--- src/rtl/ps2_rx_pkg.sv ---
`default_nettype none
// +----------------------------------------------------------------------+
// | Module   : ps2_rx_pkg                                                |
// | Purpose  : Shared types and constants for the PS/2 receive MMIO      |
// |            block: receiver FSM states, default register addresses,   |
// |            STATUS register bit positions and PS/2 frame length.      |
// | Revision : 1.0 - initial release                                     |
// +----------------------------------------------------------------------+
package ps2_rx_pkg;

  // Receiver FSM states
  typedef enum logic [1:0] {
    IDLE   = 2'd0,
    DATA   = 2'd1,
    PARITY = 2'd2,
    STOP   = 2'd3
  } rx_state_t;

  // Default memory-mapped register addresses
  localparam logic [31:0] DEF_ADDR_DATA = 32'd4099;
  localparam logic [31:0] DEF_ADDR_STAT = 32'd4100;

  // STATUS register layout
  localparam int STAT_COUNT_W   = 5;
  localparam int STAT_EMPTY_BIT = 5;
  localparam int STAT_FULL_BIT  = 6;
  localparam int STAT_PERR_BIT  = 8;
  localparam int STAT_OVF_BIT   = 9;
  localparam int STAT_FERR_BIT  = 10;

  // Start + 8 data + parity + stop
  localparam int FRAME_BITS = 11;

endpackage
`default_nettype wire

--- src/rtl/ps2_rx_fifo.sv ---
`default_nettype none
// +----------------------------------------------------------------------+
// | Module   : ps2_rx_fifo                                               |
// | Purpose  : Small synchronous FIFO holding received scan codes.       |
// |            A push while full is accepted only when a pop happens in  |
// |            the same cycle (the pop frees the slot).                  |
// | Ports    : clock, reset_n (async, active low)                        |
// |            push/push_data  - write request and data                  |
// |            pop             - read request (ignored when empty)       |
// |            head            - oldest entry (undefined when empty)     |
// |            full/empty/count- occupancy                               |
// | Revision : 1.0 - initial release                                     |
// +----------------------------------------------------------------------+
module ps2_rx_fifo #(
  parameter int DEPTH = 8,
  parameter int WIDTH = 8
) (
  input  logic                     clock,
  input  logic                     reset_n,
  input  logic                     push,
  input  logic [WIDTH-1:0]         push_data,
  input  logic                     pop,
  output logic [WIDTH-1:0]         head,
  output logic                     full,
  output logic                     empty,
  output logic [$clog2(DEPTH):0]   count
);

  localparam int            AW       = $clog2(DEPTH);
  localparam logic [AW-1:0] PTR_ONE  = AW'(1);
  localparam logic [AW:0]   CNT_ONE  = (AW+1)'(1);
  localparam logic [AW:0]   CNT_FULL = (AW+1)'(DEPTH);

  logic [WIDTH-1:0] mem [DEPTH];
  logic [AW-1:0]    wr_ptr;
  logic [AW-1:0]    rd_ptr;
  logic [AW:0]      cnt;
  logic             do_push;
  logic             do_pop;

  assign empty   = (cnt == '0);
  assign full    = (cnt == CNT_FULL);
  assign do_pop  = pop & ~empty;
  // A pop in the same cycle makes room even when full
  assign do_push = push & (~full | do_pop);
  assign head    = mem[rd_ptr];
  assign count   = cnt;

  always_ff @(posedge clock) begin
    if (do_push) begin
      mem[wr_ptr] <= push_data;
    end
  end

  always_ff @(posedge clock or negedge reset_n) begin
    if (!reset_n) begin
      wr_ptr <= '0;
      rd_ptr <= '0;
      cnt    <= '0;
    end else begin
      if (do_push) wr_ptr <= wr_ptr + PTR_ONE;
      if (do_pop)  rd_ptr <= rd_ptr + PTR_ONE;
      case ({do_push, do_pop})
        2'b10:   cnt <= cnt + CNT_ONE;
        2'b01:   cnt <= cnt - CNT_ONE;
        default: cnt <= cnt;
      endcase
    end
  end

endmodule
`default_nettype wire

--- src/rtl/ps2_rx_mmio.sv ---
`default_nettype none
// +----------------------------------------------------------------------+
// | Module   : ps2_rx_mmio                                               |
// | Purpose  : PS/2 keyboard receiver with scan-code FIFO, exposed to    |
// |            the processor as two memory-mapped registers:             |
// |              ADDR_DATA - {23'b0, valid, code}, load pops the FIFO    |
// |              ADDR_STAT - count/empty/full/parity_err/overflow/       |
// |                          frame_err, any store clears sticky flags    |
// | Ports    : clock, reset_n (async, active low)                        |
// |            ps2_clk, ps2_data - asynchronous pads, idle high          |
// |            mem_addr, rd_strobe, wren - processor data bus            |
// |            hit, rd_data - combinational register decode / read value |
// | Config   : define PS2_RX_TIMEOUT_EN to enable the per-frame idle     |
// |            clock watchdog that aborts stalled frames (frame_err).    |
// | Revision : 1.0 - initial release                                     |
// +----------------------------------------------------------------------+
module ps2_rx_mmio
  import ps2_rx_pkg::*;
#(
  parameter int          FIFO_DEPTH     = 8,
  parameter logic [31:0] ADDR_DATA      = DEF_ADDR_DATA,
  parameter logic [31:0] ADDR_STAT      = DEF_ADDR_STAT,
  parameter int          TIMEOUT_CYCLES = 50000
) (
  input  logic        clock,
  input  logic        reset_n,
  input  logic        ps2_clk,
  input  logic        ps2_data,
  input  logic [31:0] mem_addr,
  input  logic        rd_strobe,
  input  logic        wren,
  output logic        hit,
  output logic [31:0] rd_data
);

  localparam int DATA_BITS = FRAME_BITS - 3;

  // ---------------------------------------------------------------- pads
  logic clk_s1, clk_s2, clk_s2_d;
  logic dat_s1, dat_s2;
  logic fall;

  always_ff @(posedge clock or negedge reset_n) begin
    if (!reset_n) begin
      clk_s1   <= 1'b1;
      clk_s2   <= 1'b1;
      clk_s2_d <= 1'b1;
      dat_s1   <= 1'b1;
      dat_s2   <= 1'b1;
    end else begin
      clk_s1   <= ps2_clk;
      clk_s2   <= clk_s1;
      clk_s2_d <= clk_s2;
      dat_s1   <= ps2_data;
      dat_s2   <= dat_s1;
    end
  end

  assign fall = clk_s2_d & ~clk_s2;

  // ----------------------------------------------------------------- FSM
  rx_state_t  state, state_nxt;
  logic [2:0] bit_cnt;
  logic [7:0] shreg;
  logic       par_bit;
  logic       frame_ok;
  logic       frame_bad;
  logic       timeout;

  always_ff @(posedge clock or negedge reset_n) begin
    if (!reset_n) begin
      state <= IDLE;
    end else begin
      state <= state_nxt;
    end
  end

  always_comb begin
    state_nxt = state;
    frame_ok  = 1'b0;
    frame_bad = 1'b0;
    case (state)
      IDLE:   if (fall && !dat_s2) state_nxt = DATA;
      DATA:   if (fall && bit_cnt == 3'(DATA_BITS - 1)) state_nxt = PARITY;
      PARITY: if (fall) state_nxt = STOP;
      STOP: begin
        if (fall) begin
          state_nxt = IDLE;
          // Odd parity: data bits plus parity bit must contain an odd count of ones
          if (dat_s2 && (^{shreg, par_bit})) frame_ok  = 1'b1;
          else                               frame_bad = 1'b1;
        end
      end
      default: state_nxt = IDLE;
    endcase
    // Watchdog only fires on cycles without an edge, so it never races a frame check
    if (timeout) state_nxt = IDLE;
  end

  always_ff @(posedge clock or negedge reset_n) begin
    if (!reset_n) begin
      bit_cnt <= '0;
      shreg   <= '0;
      par_bit <= 1'b0;
    end else begin
      if (state == IDLE) begin
        bit_cnt <= '0;
      end else if (fall && state == DATA) begin
        shreg   <= {dat_s2, shreg[7:1]};   // LSB arrives first
        bit_cnt <= bit_cnt + 3'd1;
      end else if (fall && state == PARITY) begin
        par_bit <= dat_s2;
      end
    end
  end

  // ------------------------------------------------------------ watchdog
  logic frame_err;
  logic clr_flags;

`ifdef PS2_RX_TIMEOUT_EN
  localparam int              WD_W   = $clog2(TIMEOUT_CYCLES + 1);
  localparam logic [WD_W-1:0] WD_ONE = WD_W'(1);
  localparam logic [WD_W-1:0] WD_END = WD_W'(TIMEOUT_CYCLES - 1);

  logic [WD_W-1:0] wd_cnt;

  always_ff @(posedge clock or negedge reset_n) begin
    if (!reset_n) begin
      wd_cnt <= '0;
    end else if (state == IDLE || fall) begin
      wd_cnt <= '0;
    end else begin
      wd_cnt <= wd_cnt + WD_ONE;
    end
  end

  assign timeout = (state != IDLE) && !fall && (wd_cnt == WD_END);

  always_ff @(posedge clock or negedge reset_n) begin
    if (!reset_n) begin
      frame_err <= 1'b0;
    end else begin
      frame_err <= timeout | (frame_err & ~clr_flags);
    end
  end
`else
  localparam int unused_timeout_cycles = TIMEOUT_CYCLES;
  assign timeout   = 1'b0;
  assign frame_err = 1'b0;
`endif

  // ---------------------------------------------------- push stage, FIFO
  logic       push_req;
  logic [7:0] push_code;
  logic       pop_req;
  logic [7:0] head;
  logic       full;
  logic       empty;
  logic [$clog2(FIFO_DEPTH):0] fifo_count;

  // Accepted frames are pushed in the cycle after the stop-bit edge
  always_ff @(posedge clock or negedge reset_n) begin
    if (!reset_n) begin
      push_req  <= 1'b0;
      push_code <= '0;
    end else begin
      push_req  <= frame_ok;
      if (frame_ok) push_code <= shreg;
    end
  end

  ps2_rx_fifo #(
    .DEPTH (FIFO_DEPTH),
    .WIDTH (8)
  ) u_fifo (
    .clock     (clock),
    .reset_n   (reset_n),
    .push      (push_req),
    .push_data (push_code),
    .pop       (pop_req),
    .head      (head),
    .full      (full),
    .empty     (empty),
    .count     (fifo_count)
  );

  // ------------------------------------------------------- bus interface
  logic hit_data;
  logic hit_stat;
  logic parity_err;
  logic overflow;
  logic [31:0] data_word;
  logic [31:0] stat_word;

  assign hit_data  = (mem_addr == ADDR_DATA);
  assign hit_stat  = (mem_addr == ADDR_STAT);
  assign hit       = hit_data | hit_stat;
  assign pop_req   = rd_strobe & hit_data & ~empty;
  assign clr_flags = wren & hit_stat;

  always_ff @(posedge clock or negedge reset_n) begin
    if (!reset_n) begin
      parity_err <= 1'b0;
      overflow   <= 1'b0;
    end else begin
      // Set has priority over a clear in the same cycle
      parity_err <= frame_bad | (parity_err & ~clr_flags);
      overflow   <= (push_req & full & ~pop_req) | (overflow & ~clr_flags);
    end
  end

  always_comb begin
    data_word = '0;
    if (!empty) data_word = {23'b0, 1'b1, head};
  end

  always_comb begin
    stat_word                     = '0;
    stat_word[STAT_COUNT_W-1:0]   = STAT_COUNT_W'(fifo_count);
    stat_word[STAT_EMPTY_BIT]     = empty;
    stat_word[STAT_FULL_BIT]      = full;
    stat_word[STAT_PERR_BIT]      = parity_err;
    stat_word[STAT_OVF_BIT]       = overflow;
    stat_word[STAT_FERR_BIT]      = frame_err;
  end

  always_comb begin
    rd_data = '0;
    if (hit_data)      rd_data = data_word;
    else if (hit_stat) rd_data = stat_word;
  end

endmodule
`default_nettype wire

--- config.mk ---
export PLATFORM = sky130hd
export DESIGN_NAME = ps2_rx_mmio
export DESIGN_NICKNAME = d
export VERILOG_FILES = /design/src/rtl/ps2_rx_pkg.sv /design/src/rtl/ps2_rx_fifo.sv /design/src/rtl/ps2_rx_mmio.sv
export SDC_FILE = /design/constraint.sdc
export NUM_CORES = 1
export LEC_CHECK = 0
export CAP_MARGIN = 20
export CORE_MARGIN = 8
export CORE_UTILIZATION = 49
export DETAILED_ROUTE_END_ITERATION = 10
export GPL_ROUTABILITY_DRIVEN = 1
export GPL_TIMING_DRIVEN = 0
export PLACE_DENSITY_LB_ADDON = 0.08
export SLEW_MARGIN = 20
export SYNTH_ARGS = -nofsm -noshare
export SYNTH_HDL_FRONTEND = slang
export SYNTH_SLANG_ARGS = --single-unit
--- constraint.sdc ---
create_clock -name clock -period 2.4 [get_ports clock]
set_clock_uncertainty 0.1 [all_clocks]
set_input_delay 0.6 -clock clock [delete_from_list [all_inputs] [get_ports clock]]
set_output_delay 0.6 -clock clock [all_outputs]
set_load 0.02 [all_outputs]
==> summary.md, run 1 <==
| Metric | Value |
|---|---|
| Outcome | `finished, violations left` |
| Failing checks | `setup timing` |
| Achievable clock frequency | `356 MHz` |
| Combined global-route utilization of all metal layers | `0.161` |
| Worst setup timing slack at the placement stage | `-1.64 ns` |
| Sinks on the clock net | `104` |
| Total count of hold-check failures in the final report | `0` |
| Area occupied by registers | `2930 µm²` |
| WL final | `10200 µm` |
| Warnings from Yosys | `0` |
| Startpoint of the worst-slack reg-to-reg timing path | `u_fifo.count[3]` |
| Final total power | `4090 µW` |
| WP data required | `1.70 ns` |
| Cell repeated most along the worst path | `sky130_fd_sc_hd__buf_6` |
| Total of endpoints with negative setup slack in the final report | `25` |
| Static Leakage | `0.00261 µW` |
| Clock tree buffer depth | `2` |
| Initial Util | `0.503` |
| Grt total ovfl | `0` |
| Sequential share of the synthesized area | `0.630` |
| Final-layout worst hold slack | `0.0850 ns` |
| Number of placement rows | `35` |
| P per Cell Area | `631 nW/µm²` |
| Peak ir drop on the vdd network | `0.518 mV` |
| Clock buffers created by TritonCTS | `9` |
| Stage delay of the slowest cell on the critical path | `0.32 ns` |
| Synth area leader | `sky130_fd_sc_hd__edfxtp_1` |
| Start-to-end type of the worst setup path | `in2out` |
| Critical-path cell with the highest stage delay | `sky130_fd_sc_hd__nor3b_4` |
| WP data arrival | `2.11 ns` |
| Fill count | `600` |
| Synth Cell Area | `4650 µm²` |
| Share of post-route cells with drive strength above 1 | `0.509` |
| Synth Flop Type | `sky130_fd_sc_hd__edfxtp_1` |
| Proportion of register bits with asynchronous set or reset after synthesis | `0.385` |
| Total area of multi-input combinational cells | `1980 µm²` |
| Number of enable flip-flop cells after synthesis | `64` |
| Drt via density | `5.11` |
| Pin count of the biggest net entering global routing | `23` |
| Setup repair after global routing missed its margin | `true` |
| # Max-Cap Violations | `0` |
| Number of vias in the routed layout | `2848` |
| Routed len/inst | `18.2 µm` |
| Actual transition at the worst max-transition pin | `0.734 ns` |
| Full die area | `12900 µm²` |
| Drc violations | `0` |
| Max Transition Viols Final | `0` |
| Vias in the first global route | `2909` |
| Clock insertion delay at the later pin of the skew report | `0.36 ns` |
| Clock tree from TritonCTS | `yes` |
| Initial antenna violation count | `0` |
| Level count of the clock H-tree | `3` |
| Launch point of the critical path | `mem_addr[7]` |
| Fraction of the cycle the final worst path needs | `1.17` |
| Sort of element at the start of the critical path | `input port` |
| Post-synth top area share | `0.414` |
| Final worst path period need | `2.81 ns` |
| Half-perimeter wire length of the detailed placement result | `6630 µm` |
| Horizontal die dimension | `113 µm` |
| Largest delay share family, worst path | `simple AND/OR/NAND/NOR gates` |
| Avg Synthesized Cell Area | `15.4 µm²` |
| GP Congestion | `0.771` |
| Worst slew margin | `0.511` |
| Cell at the root of the clock tree | `sky130_fd_sc_hd__clkbuf_8` |
| WP buf/inv | `4` |
| Clock slew seen by the registers of the worst setup and hold paths | `0.10 ns` |
| Antenna cell count | `0` |
| Worst hold-check path type | `in2async` |
| Count of buffers from port buffering | `48` |
| Worst-path cell chain | `buf_6, nor4_4, nand4_2, buf_6, nor3b_4, buf_6, nand2_2, o21ai_2, buf_6` |
| Cell types with the largest area share after synthesis | `sky130_fd_sc_hd__edfxtp_1 (41%), sky130_fd_sc_hd__dfrtp_1 (19%), sky130_fd_sc_hd__mux4_2 (7.8%), sky130_fd_sc_hd__mux2_2 (4.8%), sky130_fd_sc_hd__buf_4 (3.6%)` |
| First-pass GRT wire length | `15900 µm` |
| Post-layout worst setup margin | `-0.412 ns` |
| Boundary pin count | `71` |
| Nets | `470` |
| Final ANT Viol Nets | `0` |
| Number of DRC violations after detailed-routing iteration 0 | `159` |
| Layout area overhead | `39.6%` |
| Synthesized instance count | `302` |
| Count of TritonRoute iterations in the first routing pass | `4` |
| Height of the die | `113 µm` |
| Largest fanout of any net on the critical path | `3` |
| Kind of capture point of the worst setup path | `output port` |
| Count of state elements after synthesis | `104` |
| Core area | `9240 µm²` |
| Number of distinct standard cells referenced by the synthesized netlist | `50` |
[path summary, 6_finish.rpt]
path                            cells after the start  slack (ns)         endpoint
worst max-delay path                                9       -0.41       rd_data[2]
worst min-delay path                                1        0.09       bit_cnt[1]
worst max register to register                      8       -0.04  u_fifo.count[2]
worst min register to register                      0        0.26           dat_s2
max in group asynchronous                           2        1.57           dat_s2
min in group clock                                  0        0.26           dat_s2
[cell type report]
type / count / share of cell area
Clock inverter: 7 / 0.0166
Tap cell: 129 / 0.0249
Buffer: 29 / 0.0338
Timing Repair Buffer: 92 / 0.144
Sequential cell: 104 / 0.452
Multi-Input combinational cell: 181 / 0.306
Clock buffer: 9 / 0.0191
Inverter: 6 / 0.00347
[layout by cell type (no fill, tap or decap), types with 3 or more instances in the layout]
master / synthesis / layout
sky130_fd_sc_hd__buf_2: 3 / 9
sky130_fd_sc_hd__nor4_4: 1 / 7
sky130_fd_sc_hd__mux4_2: 16 / 16
sky130_fd_sc_hd__ha_1: 9 / 8
sky130_fd_sc_hd__mux2_2: 20 / 20
sky130_fd_sc_hd__xnor2_1: 9 / 8
sky130_fd_sc_hd__clkdlybuf4s50_1: 0 / 4
sky130_fd_sc_hd__nor2_4: 0 / 4
sky130_fd_sc_hd__nor2_1: 9 / 3
sky130_fd_sc_hd__xor2_1: 5 / 5
sky130_fd_sc_hd__clkdlybuf4s15_1: 0 / 7
sky130_fd_sc_hd__dfrtp_2: 0 / 3
sky130_fd_sc_hd__nor3_4: 0 / 6
sky130_fd_sc_hd__mux2i_1: 8 / 4
sky130_fd_sc_hd__o22ai_2: 0 / 3
sky130_fd_sc_hd__dfrtp_1: 35 / 32
sky130_fd_sc_hd__dfstp_2: 5 / 5
sky130_fd_sc_hd__nand2_2: 0 / 6
sky130_fd_sc_hd__clkbuf_8: 0 / 9
sky130_fd_sc_hd__dlygate4sd2_1: 0 / 6
sky130_fd_sc_hd__buf_12: 0 / 6
sky130_fd_sc_hd__buf_4: 22 / 40
sky130_fd_sc_hd__conb_1: 1 / 22
sky130_fd_sc_hd__edfxtp_1: 64 / 64
sky130_fd_sc_hd__o21ai_2: 0 / 4
sky130_fd_sc_hd__clkbuf_1: 5 / 3
sky130_fd_sc_hd__buf_6: 0 / 42
sky130_fd_sc_hd__o21ai_4: 0 / 3
sky130_fd_sc_hd__inv_1: 6 / 6
sky130_fd_sc_hd__a21oi_1: 4 / 4
sky130_fd_sc_hd__nand3_1: 5 / 3
sky130_fd_sc_hd__nand2_1: 17 / 10
[timing repair]
action / in CTS / in global routing
pin swaps: 32 / 19
gates resized for setup: 215 / 35
setup endpoints to repair: 86 / 79
buffers inserted: 39 / 5
hold buffers: 0 / 0
[where the power goes]
group          switching [µW]  leakage [µW]  internal (µW)  total (µW)
logic                     300       0.00139            352         652
registers                 149       0.00111           2070        2220
clock network             615      0.000114            609        1220
[metal layers]
metal | part of all wire | vias up | track usage
li1 | - | 1347 | -
met2 | 0.50 | 85 | 0.269
met4 | 0.0073 | 0 | 0.0373
met3 | 0.068 | 7 | 0.0438
met5 | 0 | - | 0
met1 | 0.43 | 1409 | 0.206
[stage by stage]
| stage | utilization | instance area [µm²] | TNS [ns] | cells |
|---|---|---|---|---|
| final | 0.702 | 6490 | -4.14 | 557 |
| after detailed placement | 0.604 | 5580 | -99.91 | 501 |
| after CTS | 0.684 | 6320 | -3.69 | 553 |
| after floorplan | - | 4920 | -15.20 | 323 |
| after global routing | 0.702 | 6490 | -6.85 | 557 |
| after global placement | 0.602 | 5560 | -109.93 | 500 |
[synth_stat cells, types with 2 or more instances]
| library cell | instances |
|---|---|
| sky130_fd_sc_hd__edfxtp_1 | 64 |
| sky130_fd_sc_hd__dfrtp_1 | 35 |
| sky130_fd_sc_hd__buf_4 | 22 |
| sky130_fd_sc_hd__mux2_2 | 20 |
| sky130_fd_sc_hd__nand2_1 | 17 |
| sky130_fd_sc_hd__mux4_2 | 16 |
| sky130_fd_sc_hd__ha_1 | 9 |
| sky130_fd_sc_hd__nor2_1 | 9 |
| sky130_fd_sc_hd__xnor2_1 | 9 |
| sky130_fd_sc_hd__mux2i_1 | 8 |
| sky130_fd_sc_hd__nor3_1 | 8 |
| sky130_fd_sc_hd__inv_1 | 6 |
| sky130_fd_sc_hd__clkbuf_1 | 5 |
| sky130_fd_sc_hd__dfstp_2 | 5 |
| sky130_fd_sc_hd__nand3_1 | 5 |
| sky130_fd_sc_hd__nor4_1 | 5 |
| sky130_fd_sc_hd__o21ai_0 | 5 |
| sky130_fd_sc_hd__xor2_1 | 5 |
| sky130_fd_sc_hd__a21oi_1 | 4 |
| sky130_fd_sc_hd__o22ai_1 | 4 |
| sky130_fd_sc_hd__buf_2 | 3 |
| sky130_fd_sc_hd__and3b_1 | 2 |
| sky130_fd_sc_hd__buf_1 | 2 |
| sky130_fd_sc_hd__nand2b_1 | 2 |
| sky130_fd_sc_hd__nand4_1 | 2 |
| sky130_fd_sc_hd__nand4_2 | 2 |
| sky130_fd_sc_hd__nor3b_1 | 2 |
| sky130_fd_sc_hd__nor4_2 | 2 |
| sky130_fd_sc_hd__o21ai_1 | 2 |
| sky130_fd_sc_hd__or4_1 | 2 |
[state kept, by name, summed over array words and instances, names as in the netlist]
name           count
bit_cnt            3
clk_s1             1
clk_s2             1
clk_s2_d           1
dat_s1             1
dat_s2             1
overflow           1
par_bit            1
parity_err         1
push_code          8
push_req           1
shreg              8
state              2
u_fifo.count       4
u_fifo.mem        64
u_fifo.rd_ptr      3
u_fifo.wr_ptr      3
[cells by family (layout without fill, tap and decap cells)]
logic type,after synthesis,in the layout,synth area share
flops,104,104,0.630
simple gates,66,66,0.0848
mux,44,44,0.143
buf+inv,38,143,0.0493
compound gates,25,25,0.0361
xor+xnor,15,15,0.0312
fa+ha+maj,9,9,0.0242
other cells,1,22,0.000807
Note: power is estimated with default switching activity, not from simulation.
==> inputs of run 2 (changes only) <==
- CORE_ASPECT_RATIO: default -> 0.6
==> summary.md, run 2 (synthesis results as in run 1) <==
| Metric | Value |
|---|---|
| Outcome | `finished, violations left` |
| Failing checks | `setup timing` |
| Most common cell after layout, fill and taps aside | `sky130_fd_sc_hd__edfxtp_1` |
| Number of DRC violations after detailed-routing iteration 0 | `181` |
| Horizontal die dimension | `142 µm` |
| Util after Layout | `0.698` |
| Level count of the clock H-tree | `3` |
| Clock tree buffer depth | `2` |
| Peak ir drop on the vdd network | `0.522 mV` |
| Post-route insts no fill | `549` |
| Worst hold-check path type | `in2async` |
| Height of the die | `91.4 µm` |
| WP data required | `1.70 ns` |
| Half-perimeter wire length of the detailed placement result | `7190 µm` |
| Stage delay of the slowest cell on the critical path | `0.25 ns` |
| Max Transition Viols Final | `0` |
| WL final | `10400 µm` |
| Final-layout worst hold slack | `0.0669 ns` |
| Layout area overhead | `38.0%` |
| Antenna cell count | `0` |
| Kind of capture point of the worst setup path | `output port` |
| Number of flip-flops under the largest register name | `64` |
| WP data arrival | `2.06 ns` |
| Placement-stage cell area | `5580 µm²` |
| Total count of hold-check failures in the final report | `0` |
| Total of endpoints with negative setup slack in the final report | `78` |
| First-pass GRT wire length | `16000 µm` |
| Nets | `461` |
| Actual transition at the worst max-transition pin | `0.727 ns` |
| Boundary pin count | `71` |
| Start-to-end type of the worst setup path | `in2out` |
| Drt via density | `5.18` |
| Grt total ovfl | `0` |
| P per Cell Area | `681 nW/µm²` |
| Final ANT Viol Nets | `0` |
| Combined global-route utilization of all metal layers | `0.164` |
| Pin count of the biggest net entering global routing | `30` |
| Non-Filler Cell Area, Final | `6410 µm²` |
| Sort of element at the start of the critical path | `input port` |
| Fill count | `620` |
| Cell at the root of the clock tree | `sky130_fd_sc_hd__clkbuf_16` |
| Setup repair after global routing missed its margin | `true` |
| Core area | `9190 µm²` |
| Final worst path period need | `2.76 ns` |
| Inst Count DP | `502` |
| Static Leakage | `0.00257 µW` |
| Worst slew margin | `0.515` |
| Total area of multi-input combinational cells | `1990 µm²` |
| Initial antenna violation count | `0` |
| Post-layout worst setup margin | `-0.360 ns` |
| Largest Register | `u_fifo.mem` |
| Number of vias in the routed layout | `2846` |
| Number of placement rows | `27` |
| GP Congestion | `0.710` |
| Clock tree from TritonCTS | `yes` |
| Vias in the first global route | `2723` |
| Drc violations | `0` |
| Cell repeated most along the worst path | `sky130_fd_sc_hd__buf_6` |
| Fraction of the cycle the final worst path needs | `1.15` |
| Worst-path cell chain | `buf_2, nor4_4, nand4_1, buf_4, nor2_4, buf_6, nand3_4, o21ai_2, buf_6` |
| Critical-path cell with the highest stage delay | `sky130_fd_sc_hd__nor4_4` |
| Commonest non-fill, non-tap cells in the layout | `sky130_fd_sc_hd__edfxtp_1 (64), sky130_fd_sc_hd__buf_4 (39), sky130_fd_sc_hd__dfrtp_1 (32)` |
| Achievable clock frequency | `362 MHz` |
| Clock insertion delay at the later pin of the skew report | `0.34 ns` |
| # Max-Cap Violations | `0` |
| Routed len/inst | `19.0 µm` |
| Initial Util | `0.506` |
| Share of post-route cells with drive strength above 1 | `0.487` |
| Total Negative Setup Slacks | `-8.74 ns` |
| Count of TritonRoute iterations in the first routing pass | `4` |
| Clock slew seen by the registers of the worst setup and hold paths | `0.07 ns` |
| Largest fanout of any net on the critical path | `4` |
| Full die area | `13000 µm²` |
| Sinks on the clock net | `104` |
| Largest registers | `u_fifo.mem x64, push_code x8, shreg x8` |
| Area occupied by registers | `2930 µm²` |
| Count of buffers from port buffering | `48` |
| Clock buffers created by TritonCTS | `9` |
[run 2: changes by cell type in the layout (fill, tap and decap cells not counted), sizes merged]
cell / change
buf: -16
clkbuf: +6
inv: -3
clkinv: +2
bufinv: -1
clkdlybuf4s50: +1
clkinvlp: +1
nand3: +1
[run 2: layer usage]
metal,up-vias,global-route usage,part of all wire
li1,1339,-,-
met1,1419,0.239,0.47
met2,79,0.231,0.44
met3,9,0.0496,0.074
met4,0,0.0427,0.0091
met5,-,0,0
[run 2: timing repair]
action | 4_1_cts | 5_1_grt
cloned | 1 | 0
setup endpoints to repair | 86 | 88
resized for setup | 186 | 35
pin swaps | 35 | 31
setup buffers | 27 | 7
hold buffers | 0 | 0
[run 2: worst paths after layout]
check / depth (start not counted) / slack, ns / startpoint / endpoint
max in group asynchronous: 2 / 1.58 / reset_n / clk_s2_d
min in group clock: 0 / 0.26 / dat_s1 / dat_s2
worst min register to register: 0 / 0.26 / dat_s1 / dat_s2
worst max register to register: 8 / -0.07 / u_fifo.count[0] / u_fifo.mem[6][7]
worst max-delay path: 9 / -0.36 / mem_addr[27] / rd_data[3]
worst min-delay path: 1 / 0.07 / reset_n / u_fifo.wr_ptr[0]
[run 2: report_power, final]
| part | total [µW] | internal [µW] | switching (µW) |
|---|---|---|---|
| registers | 2210 | 2070 | 145 |
| logic | 695 | 351 | 344 |
| clock network | 1460 | 840 | 618 |
| total | 4370 | 3260 | 1110 |
[run 2: final cells by class]
class,instances,share of cell area
clock buffers,10,0.0373
flip-flops and latches,104,0.457
repair buffers,82,0.121
clock inverters,6,0.0105
well taps,130,0.0254
plain buffers,29,0.0343
multi-input cells,182,0.311
inverters,6,0.00351
[run 2: per-stage QoR]
step / worst slack [ns] / total power [µW]
6_report: -0.360 / 4370
5_1_grt: -0.424 / 4540
4_1_cts: -0.356 / 4380
3_5_place_dp: -1.79 / 2910
3_3_place_gp: -1.73 / 2880
2_1_floorplan: -0.277 / 2700
[run 2: critical path: cells and delay by family]
kind,cells,cell delay [ns]
buf+inv,4,0.56
simple gates,4,0.70
compound gates,1,0.19
